**config.mk**
```make
export PLATFORM = sky130hd
export DESIGN_NAME = if_fetch_flat
export DESIGN_NICKNAME = d
export VERILOG_FILES = /design/src/rtl/if_pkg.sv /design/src/rtl/if_fetch_if.sv /design/src/rtl/fetch_fifo.sv /design/src/rtl/if_fetch.sv /design/src/flat_wrapper.sv
export SDC_FILE = /design/constraint.sdc
export NUM_CORES = 1
export LEC_CHECK = 0
export ABC_AREA = 1
export CAP_MARGIN = 20
export CORE_MARGIN = 8
export CORE_UTILIZATION = 35
export DETAILED_ROUTE_END_ITERATION = 6
export SYNTH_ARGS = -nofsm -noshare
export SYNTH_HDL_FRONTEND = slang
export SYNTH_HIERARCHICAL = 1
export SYNTH_SLANG_ARGS = --single-unit
```
**constraint.sdc**
```tcl
create_clock -name clk -period 4.3 [get_ports clk]
set_clock_uncertainty 0.1 [all_clocks]
set_input_delay 0.86 -clock clk [delete_from_list [all_inputs] [get_ports clk]]
set_output_delay 0.86 -clock clk [all_outputs]
set_load 0.03 [all_outputs]
```
**src/rtl/if_pkg.sv**
```systemverilog
// Shared constants and payload types for the instruction-fetch stage.
package if_pkg;

    localparam int unsigned XLEN = 32;

    localparam logic [XLEN-1:0] RESET_PC   = 32'h0000_0000;
    localparam logic [XLEN-1:0] BUBBLE_PC4 = 32'hffff_ff00;
    localparam logic [XLEN-1:0] NOP_INST   = 32'h0000_0013;

    typedef struct packed {
        logic [XLEN-1:0] pc4;
        logic [XLEN-1:0] inst;
    } fetch_entry_t;

    localparam int unsigned ENTRY_W = $bits(fetch_entry_t);

    localparam logic [ENTRY_W-1:0] BUBBLE_ENTRY = {BUBBLE_PC4, NOP_INST};

endpackage

```
**src/rtl/if_fetch_if.sv**
```systemverilog
// Instruction-memory req/gnt/rvalid handshake between fetch stage and memory.
interface if_fetch_if;
    import if_pkg::*;

    logic            imem_req_o;
    logic [XLEN-1:0] imem_addr_o;
    logic            imem_gnt_i;
    logic            imem_rvalid_i;
    logic [XLEN-1:0] imem_rdata_i;

    modport master (
        output imem_req_o,
        output imem_addr_o,
        input  imem_gnt_i,
        input  imem_rvalid_i,
        input  imem_rdata_i
    );

    modport slave (
        input  imem_req_o,
        input  imem_addr_o,
        output imem_gnt_i,
        output imem_rvalid_i,
        output imem_rdata_i
    );

endinterface

```
**src/rtl/fetch_fifo.sv**
```systemverilog
// Two-entry shifting FIFO; slot 0 is always the head, so head is a plain flop
// that rests at EMPTY_VAL whenever the FIFO holds nothing.
module fetch_fifo #(
    parameter int unsigned    W         = 32,
    parameter logic [W-1:0]   EMPTY_VAL = '0
) (
    input  logic         clk,
    input  logic         rst_n,
    input  logic         push,
    input  logic [W-1:0] push_data,
    input  logic         pop,
    input  logic         flush,
    output logic [W-1:0] head,
    output logic [1:0]   count,
    output logic         not_empty
);

    logic [W-1:0] slot0_q, slot1_q, slot0_d, slot1_d;
    logic [1:0]   count_q, count_d, kept;
    logic         do_pop;

    // Remove head first, then append; flush discards any same-cycle push.
    always_comb begin
        slot0_d = slot0_q;
        slot1_d = slot1_q;
        count_d = count_q;
        kept    = count_q;
        do_pop  = pop && (count_q != 2'd0);
        if (flush) begin
            count_d = 2'd0;
            slot0_d = EMPTY_VAL;
        end else begin
            if (do_pop) begin
                slot0_d = slot1_q;
                kept    = count_q - 2'd1;
            end
            if (push) begin
                if (kept == 2'd0) slot0_d = push_data;
                else              slot1_d = push_data;
            end
            count_d = kept + {1'b0, push};
            if (count_d == 2'd0) slot0_d = EMPTY_VAL;
        end
    end

    always_ff @(posedge clk or negedge rst_n) begin
        if (!rst_n) begin
            slot0_q   <= EMPTY_VAL;
            slot1_q   <= '0;
            count_q   <= 2'd0;
            not_empty <= 1'b0;
        end else begin
            slot0_q   <= slot0_d;
            slot1_q   <= slot1_d;
            count_q   <= count_d;
            not_empty <= (count_d != 2'd0);
        end
    end

    assign head  = slot0_q;
    assign count = count_q;

    no_overflow: assert property (@(posedge clk) disable iff (!rst_n)
        !(push && !flush && (kept == 2'd2)));

endmodule

```
**src/rtl/if_fetch.sv**
```systemverilog
// Instruction-fetch stage: owns the PC, issues imem requests, buffers responses
// in a 2-entry queue and handles load-use stalls and branch redirects.
module if_fetch
    import if_pkg::*;
(
    input  logic             clk,
    input  logic             rst_n,
    input  logic             pipeline_stop_i,
    input  logic             branch_taken_i,
    input  logic [XLEN-1:0]  branch_target_i,
    if_fetch_if.master       imem,
    output logic [XLEN-1:0]  if_pc4_o,
    output logic [XLEN-1:0]  if_inst_o,
    output logic             if_valid_o
);

    logic [XLEN-1:0]    pc_q;
    logic [1:0]         kill_q, kill_d;
    logic               run_q;
    logic               q_pop, q_push, grant;
    logic [1:0]         q_count, outstanding;
    logic [2:0]         committed;
    logic [XLEN-1:0]    inflight_addr;
    logic               inflight_valid;
    logic [ENTRY_W-1:0] q_head;
    fetch_entry_t       head_e, push_e;

    // Issue credit counts the slot freed by this cycle's pop, giving 1 inst/cycle.
    always_comb begin
        q_pop           = if_valid_o && !pipeline_stop_i && !branch_taken_i;
        committed       = 3'(q_count) - 3'(q_pop) + 3'(outstanding);
        imem.imem_req_o = run_q && !branch_taken_i && (committed < 3'd2);
        grant           = imem.imem_req_o && imem.imem_gnt_i;
        q_push          = imem.imem_rvalid_i && (kill_q == 2'd0);
        push_e.pc4      = inflight_addr + 32'd4;
        push_e.inst     = imem.imem_rdata_i;
        kill_d          = kill_q;
        if (branch_taken_i)
            kill_d = outstanding - 2'(imem.imem_rvalid_i);
        else if (imem.imem_rvalid_i && (kill_q != 2'd0))
            kill_d = kill_q - 2'd1;
    end

    always_ff @(posedge clk or negedge rst_n) begin
        if (!rst_n) begin
            pc_q   <= RESET_PC;
            kill_q <= 2'd0;
            run_q  <= 1'b0;
        end else begin
            run_q  <= 1'b1;
            kill_q <= kill_d;
            if (branch_taken_i) pc_q <= branch_target_i;
            else if (grant)     pc_q <= pc_q + 32'd4;
        end
    end

    assign imem.imem_addr_o = pc_q;

    fetch_fifo #(
        .W         (ENTRY_W),
        .EMPTY_VAL (BUBBLE_ENTRY)
    ) u_inst_q (
        .clk       (clk),
        .rst_n     (rst_n),
        .push      (q_push),
        .push_data (push_e),
        .pop       (q_pop),
        .flush     (branch_taken_i),
        .head      (q_head),
        .count     (q_count),
        .not_empty (if_valid_o)
    );

    // Addresses of granted requests awaiting their response; depth = outstanding.
    fetch_fifo #(
        .W         (XLEN),
        .EMPTY_VAL (RESET_PC)
    ) u_addr_q (
        .clk       (clk),
        .rst_n     (rst_n),
        .push      (grant),
        .push_data (pc_q),
        .pop       (imem.imem_rvalid_i),
        .flush     (1'b0),
        .head      (inflight_addr),
        .count     (outstanding),
        .not_empty (inflight_valid)
    );

    assign head_e    = q_head;
    assign if_pc4_o  = head_e.pc4;
    assign if_inst_o = head_e.inst;

    rvalid_has_grant: assert property (@(posedge clk) disable iff (!rst_n)
        imem.imem_rvalid_i |-> inflight_valid);

endmodule

```
**src/flat_wrapper.sv**
```systemverilog
// flat-port wrapper written by rule: the top's interface ports become plain ports
module if_fetch_flat import if_pkg::*;
  (clk, rst_n, pipeline_stop_i, branch_taken_i, branch_target_i, if_pc4_o, if_inst_o, if_valid_o, imem_imem_req_o, imem_imem_addr_o, imem_imem_gnt_i, imem_imem_rvalid_i, imem_imem_rdata_i);
  if_fetch_if imem_i ();
  input  logic clk;
  input  logic rst_n;
  input  logic pipeline_stop_i;
  input  logic branch_taken_i;
  input  logic [XLEN-1:0] branch_target_i;
  output logic [XLEN-1:0] if_pc4_o;
  output logic [XLEN-1:0] if_inst_o;
  output logic if_valid_o;
  output wire logic [$bits(imem_i.imem_req_o)-1:0] imem_imem_req_o;
  output wire logic [$bits(imem_i.imem_addr_o)-1:0] imem_imem_addr_o;
  input wire logic [$bits(imem_i.imem_gnt_i)-1:0] imem_imem_gnt_i;
  input wire logic [$bits(imem_i.imem_rvalid_i)-1:0] imem_imem_rvalid_i;
  input wire logic [$bits(imem_i.imem_rdata_i)-1:0] imem_imem_rdata_i;
  assign imem_imem_req_o = imem_i.imem_req_o;
  assign imem_imem_addr_o = imem_i.imem_addr_o;
  assign imem_i.imem_gnt_i = imem_imem_gnt_i;
  assign imem_i.imem_rvalid_i = imem_imem_rvalid_i;
  assign imem_i.imem_rdata_i = imem_imem_rdata_i;
  if_fetch u_core (.clk(clk), .rst_n(rst_n), .pipeline_stop_i(pipeline_stop_i), .branch_taken_i(branch_taken_i), .branch_target_i(branch_target_i), .imem(imem_i), .if_pc4_o(if_pc4_o), .if_inst_o(if_inst_o), .if_valid_o(if_valid_o));
endmodule
```
==> results of run 1 <==
per-stage QoR:
stage / hold slack (ps) / area (µm²) / setup WS (ps) / util, %
floorplan: 349.6 / 13770 / 427.8 / -
global placement: 358.9 / 15860 / 414.3 / 40.95
detailed placement: 364.1 / 15860 / 350.9 / 40.95
CTS: 338.6 / 16870 / 445.0 / 43.55
global route: 385.5 / 16870 / 359.9 / 43.55
finish: 299.1 / 16870 / 485.4 / 43.55
routing by layer:
| layer | vias up | wire length, µm | GRT usage, % |
|---|---|---|---|
| li1 | 6332 | - | - |
| met1 | 5843 | 19300 | 24.39 |
| met2 | 361 | 17870 | 26.74 |
| met3 | 50 | 2369 | 2.976 |
| met4 | 2 | 768 | 4.182 |
| met5 | - | 10 | 0 |
cell type report:
cell class                      instances  area (µm²)
Clock inverter                          9       176.4
Sequential cell                       232        5839
Fill cell                            3982       21870
Clock buffer                           43       828.3
Timing Repair Buffer                  195        2022
Tap cell                              518       648.1
Multi-Input combinational cell       1350        6292
Inverter                              283        1062
state kept, by name, summed over array words and instances (netlist names):
| name | count |
|---|---|
| u_core/run_q | 1 |
| u_core/u_inst_q/slot1_q | 64 |
| u_core/imem.imem_addr_o | 32 |
| u_core/kill_q | 2 |
| u_core/u_inst_q/head | 64 |
| u_core/u_addr_q/count | 2 |
| u_core/u_addr_q/slot1_q | 32 |
| u_core/u_inst_q/count | 2 |
| u_core/u_inst_q/not_empty | 1 |
| u_core/u_addr_q/head | 32 |
worst min path at each step:
stage,startpoint,slack (ps),to
3_5_place_dp,u_core/u_inst_q/slot1_q[41]$_DFFE_PN0P_,360,u_core/u_inst_q/slot1_q[41]$_DFFE_PN0P_
6_report,rst_n,300,u_core/run_q$_DFF_PN0_
5_1_grt,rst_n,390,u_core/u_inst_q/head[28]$_DFF_PN0_
3_3_place_gp,u_core/u_inst_q/slot1_q[42]$_DFFE_PN0P_,360,u_core/u_inst_q/slot1_q[42]$_DFFE_PN0P_
4_1_cts,rst_n,340,u_core/run_q$_DFF_PN0_
2_1_floorplan,u_core/u_inst_q/slot1_q[40]$_DFFE_PN0P_,350,u_core/u_inst_q/slot1_q[40]$_DFFE_PN0P_
placed cells by master, fill, tap and decap left out, drive strengths merged:
cell type	count
o22ai	1
o21bai	7
buf	30
a21oi	3
clkdlybuf4s50	165
or2	5
nor3b	2
ha	10
conb	2
xnor2	9
clkinv	3
xor2	14
dfrtp	205
and2	2
clkinvlp	1
a31oi	1
nor2	145
o21ai	131
nand4	71
nor3	9
nand3	158
nand2	769
inv	283
clkbuf	43
fa	1
nand3b	10
bufinv	5
dfstp	27
report_power, final:
part	internal (mW)	switching, mW	leakage, nW
Sequential	2.67	0.431	3.02
Clock	1.62	0.953	0.487
Combinational	1.17	2.28	4.85
==> results.txt, run 1 <==
The run finished with clean final reports. The leakage power total came out at 8.358 nW. The Yosys warning count came out at 6.

The number of endpoints failing setup at the final stage is 0. The post-CTS setup buffer count is 0. The quantity of hold-fixing buffers added after cts came out at 0.

The slew at the pin closest to its max-slew limit is 900.3 ps. The startpoint kind of the worst setup timing path is a primary input. The minimum clock period is roughly 3800 ps. The worst slew margin relative to its limit is 39.98%. The startpoint of the worst-slack reg-to-reg timing path is u_core/u_addr_q/count[1]$_DFF_PN0_.

The signal on the critical path passes through clkdlybuf4s50_1, nor3b_2, ha_1, inv_1, nand2_1, fa_1, nand3_1, nor2_1, buf_12. The maximum fanout along the worst path is 2. The number of standard-cell rows in the floorplan came out at slightly above 70.

CTS placed an instance of sky130_fd_sc_hd__clkbuf_16 at the clock tree root. The number of nets produced by synthesis is 2046. 0 antenna diodes ended up in the layout. The HPWL after detailed placement is 26860 µm. Setup repair after global routing left no endpoint under its margin. Derived from the worst setup path, the maximum achievable clock frequency is 262.1 MHz. The number of hold violations in the final report is 0. The total number of clock tree sinks came out at about 230.

The post-detailed-route count of antenna-violating nets is 0. The total number of vias came out at ~13000. The per-cell routed wire length is 15.33 µm.

The final weighted congestion in routability-driven placement came out at 0.8437. The count of final max-slew check failures is 0. The initial cell density of the core came out at 35.56%. After floorplanning, the core was sized to cover 0.03874 mm².

The count of nets after finishing came out at 2171. The initial antenna violation count came out at 2. The CTS tree is yes.

Counting the buffers created by CTS gives 28. Data on the critical path arrives at its endpoint at 2850 ps. The largest buffer count on any clock path is 3. The cell area that synthesis handed to floorplanning was between 0.01 and 0.015 mm². The master of the slowest instance on the critical path is sky130_fd_sc_hd__fa_1. The via density per instance came out at 4.786. The proportion of layout cells with a drive suffix above 1 is about a tenth. The global-route wire length before repair is 66650 µm. The min-delay analysis places its worst path in the category in -> async. Among cell families on the critical path, the largest total delay comes from adder cells. During I/O placement, the number of pins put on the boundary was 168.

The register-to-register setup slack is around 1100 ps. The average cell area after synthesis came out at approximately 7.0 µm². In this run the number of H-tree levels came out at 1. The number of cells after detailed placement came out at 2578.

Dividing total power by cell area gives a power density of 541.2 mW/mm². The area of the die is 0.04596 mm². The endpoint identified for the worst register-to-register timing path is u_core/u_addr_q/head[30]$_DFF_PN0_.

The sum of negative setup slack came out at 0 ps. The termination of the worst setup path is imem_imem_req_o. After clock tree synthesis, the clock-pin slew on the worst setup and hold paths is 70 ps. The post-synthesis instance total came out at approximately 2000. The synthesis-to-finish area growth came out at 22.47%.

The final critical-path share of the clock period is 88.71%. The die is 214.4 µm tall. In this run the worst setup path begins at branch_taken_i. The peak supply drop is 0.2850 mV. Measured along the x axis, the die boundary spans 214.4 µm. After global routing the overflow that remains totals 0. The number of buffers added on ports came out at 167. After detailed routing, the total wire length is 40310 µm.

The buffer and inverter count on the worst path came out at 3. The number of design rule violations left after detail routing came out at 0. The overall routing resource usage is 17.14%. The largest net degree at the start of global routing is around 110. The type of element capturing the critical path is an output port.

The post-layout instance count excluding filler cells is 2630. The first detailed-routing pass took 5 iterations. The worst-case reg-to-reg path depth came out at 14. The worst setup path is of the in -> out kind. The number of global-route vias before repair is 12440. For this run, the slowest stage of the critical path takes 490 ps. The overall power of the completed layout came out at 9.129 mW. The post-CTS resize count is 0. The clock latency on the worst-skew pair came out at between 500 and 600 ps. The max-cap check violation count is 0.

The data required time at the worst endpoint came out at about 3300 ps. The critical path depth in cells is 9. The violation count after the first detailed-routing iteration is about 1000.
(Power assumes the default switching activity.)
==> inputs of run 2 (changes only) <==
Settings changed: CELL_PAD_IN_SITES_DETAIL_PLACEMENT set to 0, CELL_PAD_IN_SITES_GLOBAL_PLACEMENT set to 1, PLACE_DENSITY_LB_ADDON set to 0.1, SLEW_MARGIN set to 20.
==> run 2 against run 1 <==
Against the previous run: highest routed layer is now met4; combinational power about the same; die area unchanged; largest cell class unchanged; largest power group unchanged; critical path type unchanged; non-clock buffer count unchanged; cell count unchanged; critical path depth unchanged.
==> results.txt, run 2 (same netlist as run 1, synthesis figures left out) <==
The slew at the pin closest to its max-slew limit is 760.3 ps (-140.0 ps). The proportion of layout cells with a drive suffix above 1 is 9.801% (+0.28 points). The most frequent standard cell in the layout excluding fill and tap cells is sky130_fd_sc_hd__nand2_1. The violation count after the first detailed-routing iteration came out at 789 (-24%). The total number of vias is 12500 (-0.74%). The number of hold violations in the final report came out at 0 (unchanged). The post-CTS resize count is 0 (unchanged). The count of antenna diodes in the layout came out at 0 (unchanged). The initial antenna violation count came out at 0 (-2). The peak supply drop is 0.3160 mV (+11%). The count of nets after finishing is 2172 (+0.046%). The clock latency on the worst-skew pair is 550 ps (about the same).

The via density per instance came out at 4.751 (-0.74%). The number of global-route vias before repair was 12340 (-0.80%). On the critical path, the stage with the largest delay is an instance of sky130_fd_sc_hd__fa_1.

The register clock-pin slew on the reported worst setup and hold paths came out at 60 ps (about the same). The net switching power of the design is 3.674 mW (+0.33%). The ratio of total power to cell area came out at 531.8 mW/mm² (-1.7%). Setup repair after global routing left no endpoint under its margin. Leaving out fill and tap cells, the most frequent cells in the layout are sky130_fd_sc_hd__nand2_1 (758), sky130_fd_sc_hd__inv_1 (275), sky130_fd_sc_hd__dfrtp_1 (205). The minimum clock period came to 3769 ps (-46.11 ps).

The largest buffer count on any clock path came out at 3 (unchanged). STA classifies the critical path endpoint as an output port. The overall die width is 214.4 µm (unchanged).

The post-layout instance count excluding filler cells came out at 2630 (unchanged). The endpoint arrival time on the critical path came out at 2810 ps (-40 ps). The internal power summed over all cells is 5.252 mW (-3.9%). The routed wire length is 41660 µm (+3.3%).

The post-CTS setup buffer count came out at 0 (unchanged). The aggregate global routing overflow came out at 0 (unchanged). The data required time at the worst endpoint is 3340 ps (about the same). The number of design rule violations left after detail routing came to 0 (unchanged). The placed wire-length estimate was 27920 µm (+4.0%). The largest net degree at the start of global routing is 92 (-15%). The per-cell routed wire length came out at 15.84 µm (+3.3%).

The number of top-level pins came out at 168 (unchanged). The relative contribution of combinational cells to total power came out at 38.6% (+0.8 points). The number of endpoints failing setup at the final stage came out at 0 (unchanged). The total number of clock tree sinks is 232 (unchanged). The die boundary height is 214.4 µm (unchanged). The top achievable clock speed came out at 265.4 MHz (+1.2%). The global-route wire length before repair came out at 68680 µm (+3.0%). The sum of negative setup slack came out at 0 ps (unchanged). The number of cells after detailed placement is 2578 (unchanged). The buffer type at the clock tree root is sky130_fd_sc_hd__clkbuf_16.

The count of final max-slew check failures is 0 (unchanged). The post-detailed-route count of antenna-violating nets is 0 (unchanged). The clock power share is 26.7% (-1.5 points). The maximum fanout along the worst path came out at 2 (unchanged). The kind of critical path is in -> out. The total number of H-tree levels came out at 1 (unchanged). The synthesis-to-finish area growth is 21.87%. The max-cap check violation count is 0 (unchanged).

The area of the die came out at 0.04596 mm² (unchanged). The number of buffers added on ports came to 167 (unchanged). The worst slew margin relative to its limit is 49.32% (+9.3 points).

The number of standard-cell rows in the floorplan came out at 72 (unchanged). The quantity of hold-fixing buffers added after cts is 0 (unchanged). TritonCTS built the clock tree.

The switching portion of total power came out at 41.16% (+1.0 points). The overall routing resource usage is 17.85% (+0.71 points). The leakage power total is 8.340 nW (-0.21%). The floorplan core area is 0.03874 mm² (unchanged).

The initial cell density of the core is 35.56% (unchanged). The final weighted congestion in routability-driven placement came out at 0.8266 (-2.0%). The sequential power share came out at 34.8% (+0.8 points).

The worst hold path belongs to the class in -> async. The overall power of the completed layout came out at 8.926 mW (-2.2%). The kind of cell with the highest combined delay along the critical path is adder cells. The startpoint kind of the worst setup timing path is a primary input.

The signal on the critical path passes through clkdlybuf4s50_1, nor3b_2, ha_1, inv_1, nand2_1, fa_1, nand3_1, nor2_1, buf_4. The detailed-routing iteration count for the pre-antenna-repair pass is 5 (unchanged). The final critical-path share of the clock period was 87.64% (-1.1 points). The number of buffers created by CTS is 29 (+3.6%). The stage delay of the slowest cell on the critical path came out at 480 ps (about the same). The buffer and inverter count on the worst path came out at 3 (unchanged). The run finished with clean final reports.
## run 2: changes by cell type in the layout (fill, tap and decap cells not counted), moves of 2 or more
cell	previous run	this run
sky130_fd_sc_hd__inv_6	0	2
sky130_fd_sc_hd__clkinv_2	2	9
sky130_fd_sc_hd__clkbuf_1	9	3
sky130_fd_sc_hd__clkbuf_8	5	7
sky130_fd_sc_hd__bufinv_16	5	1
## run 2: cell type report
type	instances	area, µm²
Tap cell	518	648.1
Inverter	283	1062
Sequential cell	232	5839
Clock inverter	13	100.1
Fill cell	4097	21950
Clock buffer	39	833.3
Multi-Input combinational cell	1350	6292
Timing Repair Buffer	195	2009
## run 2: power by group through the flow
stage | registers (mW) | logic (mW) | clock network [mW]
floorplan | 3.29 | 2.11 | 0
global placement | 3.14 | 3.43 | 0
detailed placement | 3.14 | 3.47 | 0
CTS | 3.11 | 3.48 | 2.46
global route | 3.18 | 3.85 | 2.54
finish | 3.10 | 3.44 | 2.38
## run 2: through the flow
stage	instance area (µm²)	setup WS (ps)	hold WS [ps]	utilization [%]
2_1_floorplan	13770	427.8	349.6	-
6_report	16780	531.5	221.5	43.33
3_5_place_dp	15850	398.9	361.5	40.92
3_3_place_gp	15850	456.1	359.7	40.92
4_1_cts	16780	493.5	253.4	43.33
5_1_grt	16780	403.6	261.8	43.33
## run 2: layer usage
layer	GRT usage [%]	share of wire [%]	vias up
met4	2.994	1.5	0
li1	-	-	6345
met3	3.343	4.8	37
met5	0	0	-
met2	28.12	45	261
met1	25.53	49	5852
## run 2: path summary, 6_finish.rpt
| check | depth (start not counted) | slack, ps | from | end |
|---|---|---|---|---|
| max | 9 | 530 | branch_taken_i | imem_imem_req_o |
| min | 1 | 220 | rst_n | u_core/u_inst_q/slot1_q[27]$_DFFE_PN0P_ |
| max reg2reg | 14 | 1130 | u_core/u_addr_q/count[1]$_DFF_PN0_ | u_core/u_addr_q/head[11]$_DFF_PN0_ |
| min reg2reg | 2 | 380 | u_core/u_inst_q/slot1_q[41]$_DFFE_PN0P_ | u_core/u_inst_q/slot1_q[41]$_DFFE_PN0P_ |
| max in group asynchronous | 2 | 2740 | rst_n | u_core/u_inst_q/slot1_q[58]$_DFFE_PN0P_ |
| min in group clk | 2 | 380 | u_core/u_inst_q/slot1_q[41]$_DFFE_PN0P_ | u_core/u_inst_q/slot1_q[41]$_DFFE_PN0P_ |
## run 2: worst register-to-register path, stage by stage, from the launching register on
cell                      delay (ps)
sky130_fd_sc_hd__dfrtp_1         410
sky130_fd_sc_hd__inv_1            90
sky130_fd_sc_hd__ha_1            200
sky130_fd_sc_hd__inv_2           480
sky130_fd_sc_hd__nand2_4         410
sky130_fd_sc_hd__nand2_1         230
sky130_fd_sc_hd__nand2_4         250
sky130_fd_sc_hd__inv_1           130
sky130_fd_sc_hd__ha_1            160
sky130_fd_sc_hd__nand3_1          80
sky130_fd_sc_hd__nand3_1         110
sky130_fd_sc_hd__nand2_1          80
sky130_fd_sc_hd__inv_2            70
sky130_fd_sc_hd__buf_12          180
sky130_fd_sc_hd__nor2_1           80
==> inputs of run 3 (changes only) <==
Settings changed: ABC_AREA 1 to 0.
==> run 3 against run 2 <==
Against the previous run: combinational power down 9.6%; routed wire length down 17%; power down 3.0%; clock-buffer cell count up 6; setup slack worse by 330 ps; critical endpoint unchanged; highest routed layer is now met5.
==> results.txt, run 3 <==
The flow ran to the end, and the final reports show no timing, DRC or antenna violations. Setup repair after global routing left no endpoint under its margin. The total number of vias is 9106 (-27%).

The floorplan core area came out at 0.03362 mm² (-13%). The startpoint identified for the worst register-to-register timing path is u_core/u_inst_q/not_empty$_DFF_PN0_. The number of fillers in the final layout came out at 3203 (-22%). The number of hold violations in the final report was 0 (unchanged). The routed wire length is 34450 µm (-17%).

The largest net degree at the start of global routing came out at 109 (+18%). The synthesized cell area is 0.01196 mm² (-13%). The layer flagged by global routing as most heavily used is met1. The count of antenna diodes in the layout is 0 (unchanged).

The initial cell density of the core came out at 35.58% (about the same). The multi-input logic area came out at 0.005637 mm² (-10%). The register-to-register setup slack came out at 960 ps (-170 ps). The die boundary height is 200.8 µm (-6.3%). The final critical-path share of the clock period came out at 95.28% (+7.6 points). The worst-case reg-to-reg path depth came out at 15 (+1). The count of nets after finishing came out at 1310 (-40%).

The number of standard-cell rows in the floorplan came out at 67 (-6.9%). STA classifies the critical path startpoint as a primary input. The terminus of the critical flop-to-flop path is u_core/u_addr_q/head[26]$_DFF_PN0_. The minimum clock period is 4097 ps (+328.6 ps). The routing usage on met1 came out at 25.10% (-0.44 points). The total number of clock tree sinks came out at 232 (unchanged). The final core utilization is 45.01% (+1.7 points). The root buffer cell chosen for the clock tree is sky130_fd_sc_hd__clkbuf_16. The met3 capacity usage during global routing came out at 3.292% (-0.051 points). The register clock-pin slew on the reported worst setup and hold paths was 60 ps (about the same). The post-synthesis instance total came out at 1079 (-45%).

The library cells used most frequently in the layout, excluding fill and tap cells, are sky130_fd_sc_hd__dfrtp_1 (205), sky130_fd_sc_hd__clkdlybuf4s50_1 (164), sky130_fd_sc_hd__mux2_2 (114). The post-detailed-route count of antenna-violating nets came to 0 (unchanged). The maximum fanout along the worst path is 2 (unchanged).

The overall die width came out at 200.8 µm (-6.3%). The slew at the pin closest to its max-slew limit is 876.8 ps (+116.5 ps). The number of design rule violations left after detail routing was 0 (unchanged).

The largest buffer count on any clock path was 3 (unchanged). The data required time at the worst endpoint is 3340 ps (about the same). The clock latency on the worst-skew pair is 540 ps (about the same). The post-CTS setup buffer count came to 0 (unchanged). The area of the die is 0.04034 mm² (-12%). The count of final max-slew check failures is 0 (unchanged). The placed wire-length estimate came to 22530 µm (-19%). The per-cell routed wire length came to 20.30 µm (+28%).

The top achievable clock speed came to 244.1 MHz (-8.0%). The number of buffers created by CTS is 28 (-3.4%). Leaving out fill and tap cells, the most frequent cell in the layout is sky130_fd_sc_hd__dfrtp_1.

The area growth from synthesis to layout is 26.53%. The quantity of hold-fixing buffers added after cts was 0 (unchanged). The met2 global-route usage came out at 24.61% (-3.5 points). The final weighted congestion in routability-driven placement is 0.7542 (-8.8%). The CTS tree is yes. The sum of negative setup slack came out at 0 ps (unchanged). The average cell area after synthesis is 11.08 µm² (+58%).

The worst slew margin relative to its limit is 41.55% (-7.8 points). The register area came to 0.005839 mm² (unchanged). The number of buffers added on ports is 167 (unchanged).

The total number of H-tree levels is 1 (unchanged). The type of element capturing the critical path is an output port. The endpoint arrival time on the critical path is 3140 ps (+330 ps). The initial antenna violation count came out at 1 (+1). The number of top-level pins came out at 168 (unchanged).

The aggregate global routing overflow came to 0 (unchanged). The via density per instance came out at 5.366 (+13%). The number of global-route vias before repair came out at 9066 (-27%). The peak supply drop came out at 0.3741 mV (+18%).

The number of endpoints failing setup at the final stage came out at 0 (unchanged). The Yosys warning count came out at 6 (unchanged). The overall power of the completed layout came out at 8.656 mW (-3.0%). The max-cap check violation count came to 0 (unchanged).

The detailed-routing iteration count for the pre-antenna-repair pass was 5 (unchanged). The leakage power total was 6.714 nW (-19%). The violation count after the first detailed-routing iteration is 433 (-45%). The proportion of layout cells with a drive suffix above 1 came out at 20.42% (+11 points). The overall routing resource usage is 16.65% (-1.2 points). The class of the tightest hold or removal check is in -> async. The ratio of total power to cell area came out at 572.1 mW/mm² (+7.6%). The global-route wire length before repair is 55770 µm (-19%).

The kind of critical path is in -> out.
[run 3: area by class of cell]
cell class	instances	share of cell area, %
sequential	232	38.59
tap	448	3.704
clock buffer	45	5.854
inverter	23	0.5788
multi-input combinational	742	37.25
clock inverter	5	0.5127
timing repair buffer	202	13.51
[run 3: worst max-delay path by stage]
stage,slack [ps],from,to,cells past startpoint
2_1_floorplan,70,branch_taken_i,u_core/u_addr_q/head[10]$_DFF_PN0_,15
3_3_place_gp,140,pipeline_stop_i,u_core/u_addr_q/head[28]$_DFF_PN0_,16
3_5_place_dp,80,pipeline_stop_i,u_core/u_addr_q/head[13]$_DFF_PN0_,16
4_1_cts,150,pipeline_stop_i,imem_imem_req_o,11
5_1_grt,60,pipeline_stop_i,imem_imem_req_o,11
6_report,200,pipeline_stop_i,imem_imem_req_o,11
[run 3: worst max-delay path, stage by stage]
cell	delay, ps
sky130_fd_sc_hd__clkdlybuf4s50_1	410
sky130_fd_sc_hd__nor3b_2	190
sky130_fd_sc_hd__buf_4	160
sky130_fd_sc_hd__ha_1	220
sky130_fd_sc_hd__nand2b_1	160
sky130_fd_sc_hd__fa_1	390
sky130_fd_sc_hd__xnor2_1	150
sky130_fd_sc_hd__buf_4	150
sky130_fd_sc_hd__nor3_2	150
sky130_fd_sc_hd__buf_4	140
sky130_fd_sc_hd__buf_4	150
[run 3: through the flow]
step | instances | area [µm²] | worst slack, ps | hold WS [ps]
3_3_place_gp | 1647 | 14160 | 138.2 | 358.4
4_1_cts | 1697 | 15130 | 152.8 | 321.6
3_5_place_dp | 1647 | 14160 | 79.79 | 367.6
2_1_floorplan | 1081 | 11970 | 69.21 | 348.9
5_1_grt | 1697 | 15130 | 56.29 | 338.1
6_report | 1697 | 15130 | 202.9 | 265.7
[run 3: repair_timing]
item,CTS,global route
hold endpoints to repair,0,0
resized for setup,0,1
endpoints found under the setup margin,0,1
[run 3: where the power goes]
group | internal [mW] | switching, mW | total, mW | leakage, nW
clock network | 1.51 | 0.919 | 2.43 | 0.473
registers | 2.70 | 0.408 | 3.11 | 3.00
logic | 1.28 | 1.83 | 3.11 | 3.24
[run 3: layer usage]
metal  wire [µm]  part of all wire (%)  vias up
met4         408                   1.2        2
met3        1689                   4.9       37
met2       15100                    44      198
met5          10                 0.029        -
li1            -                     -     4307
met1       17240                    50     4562
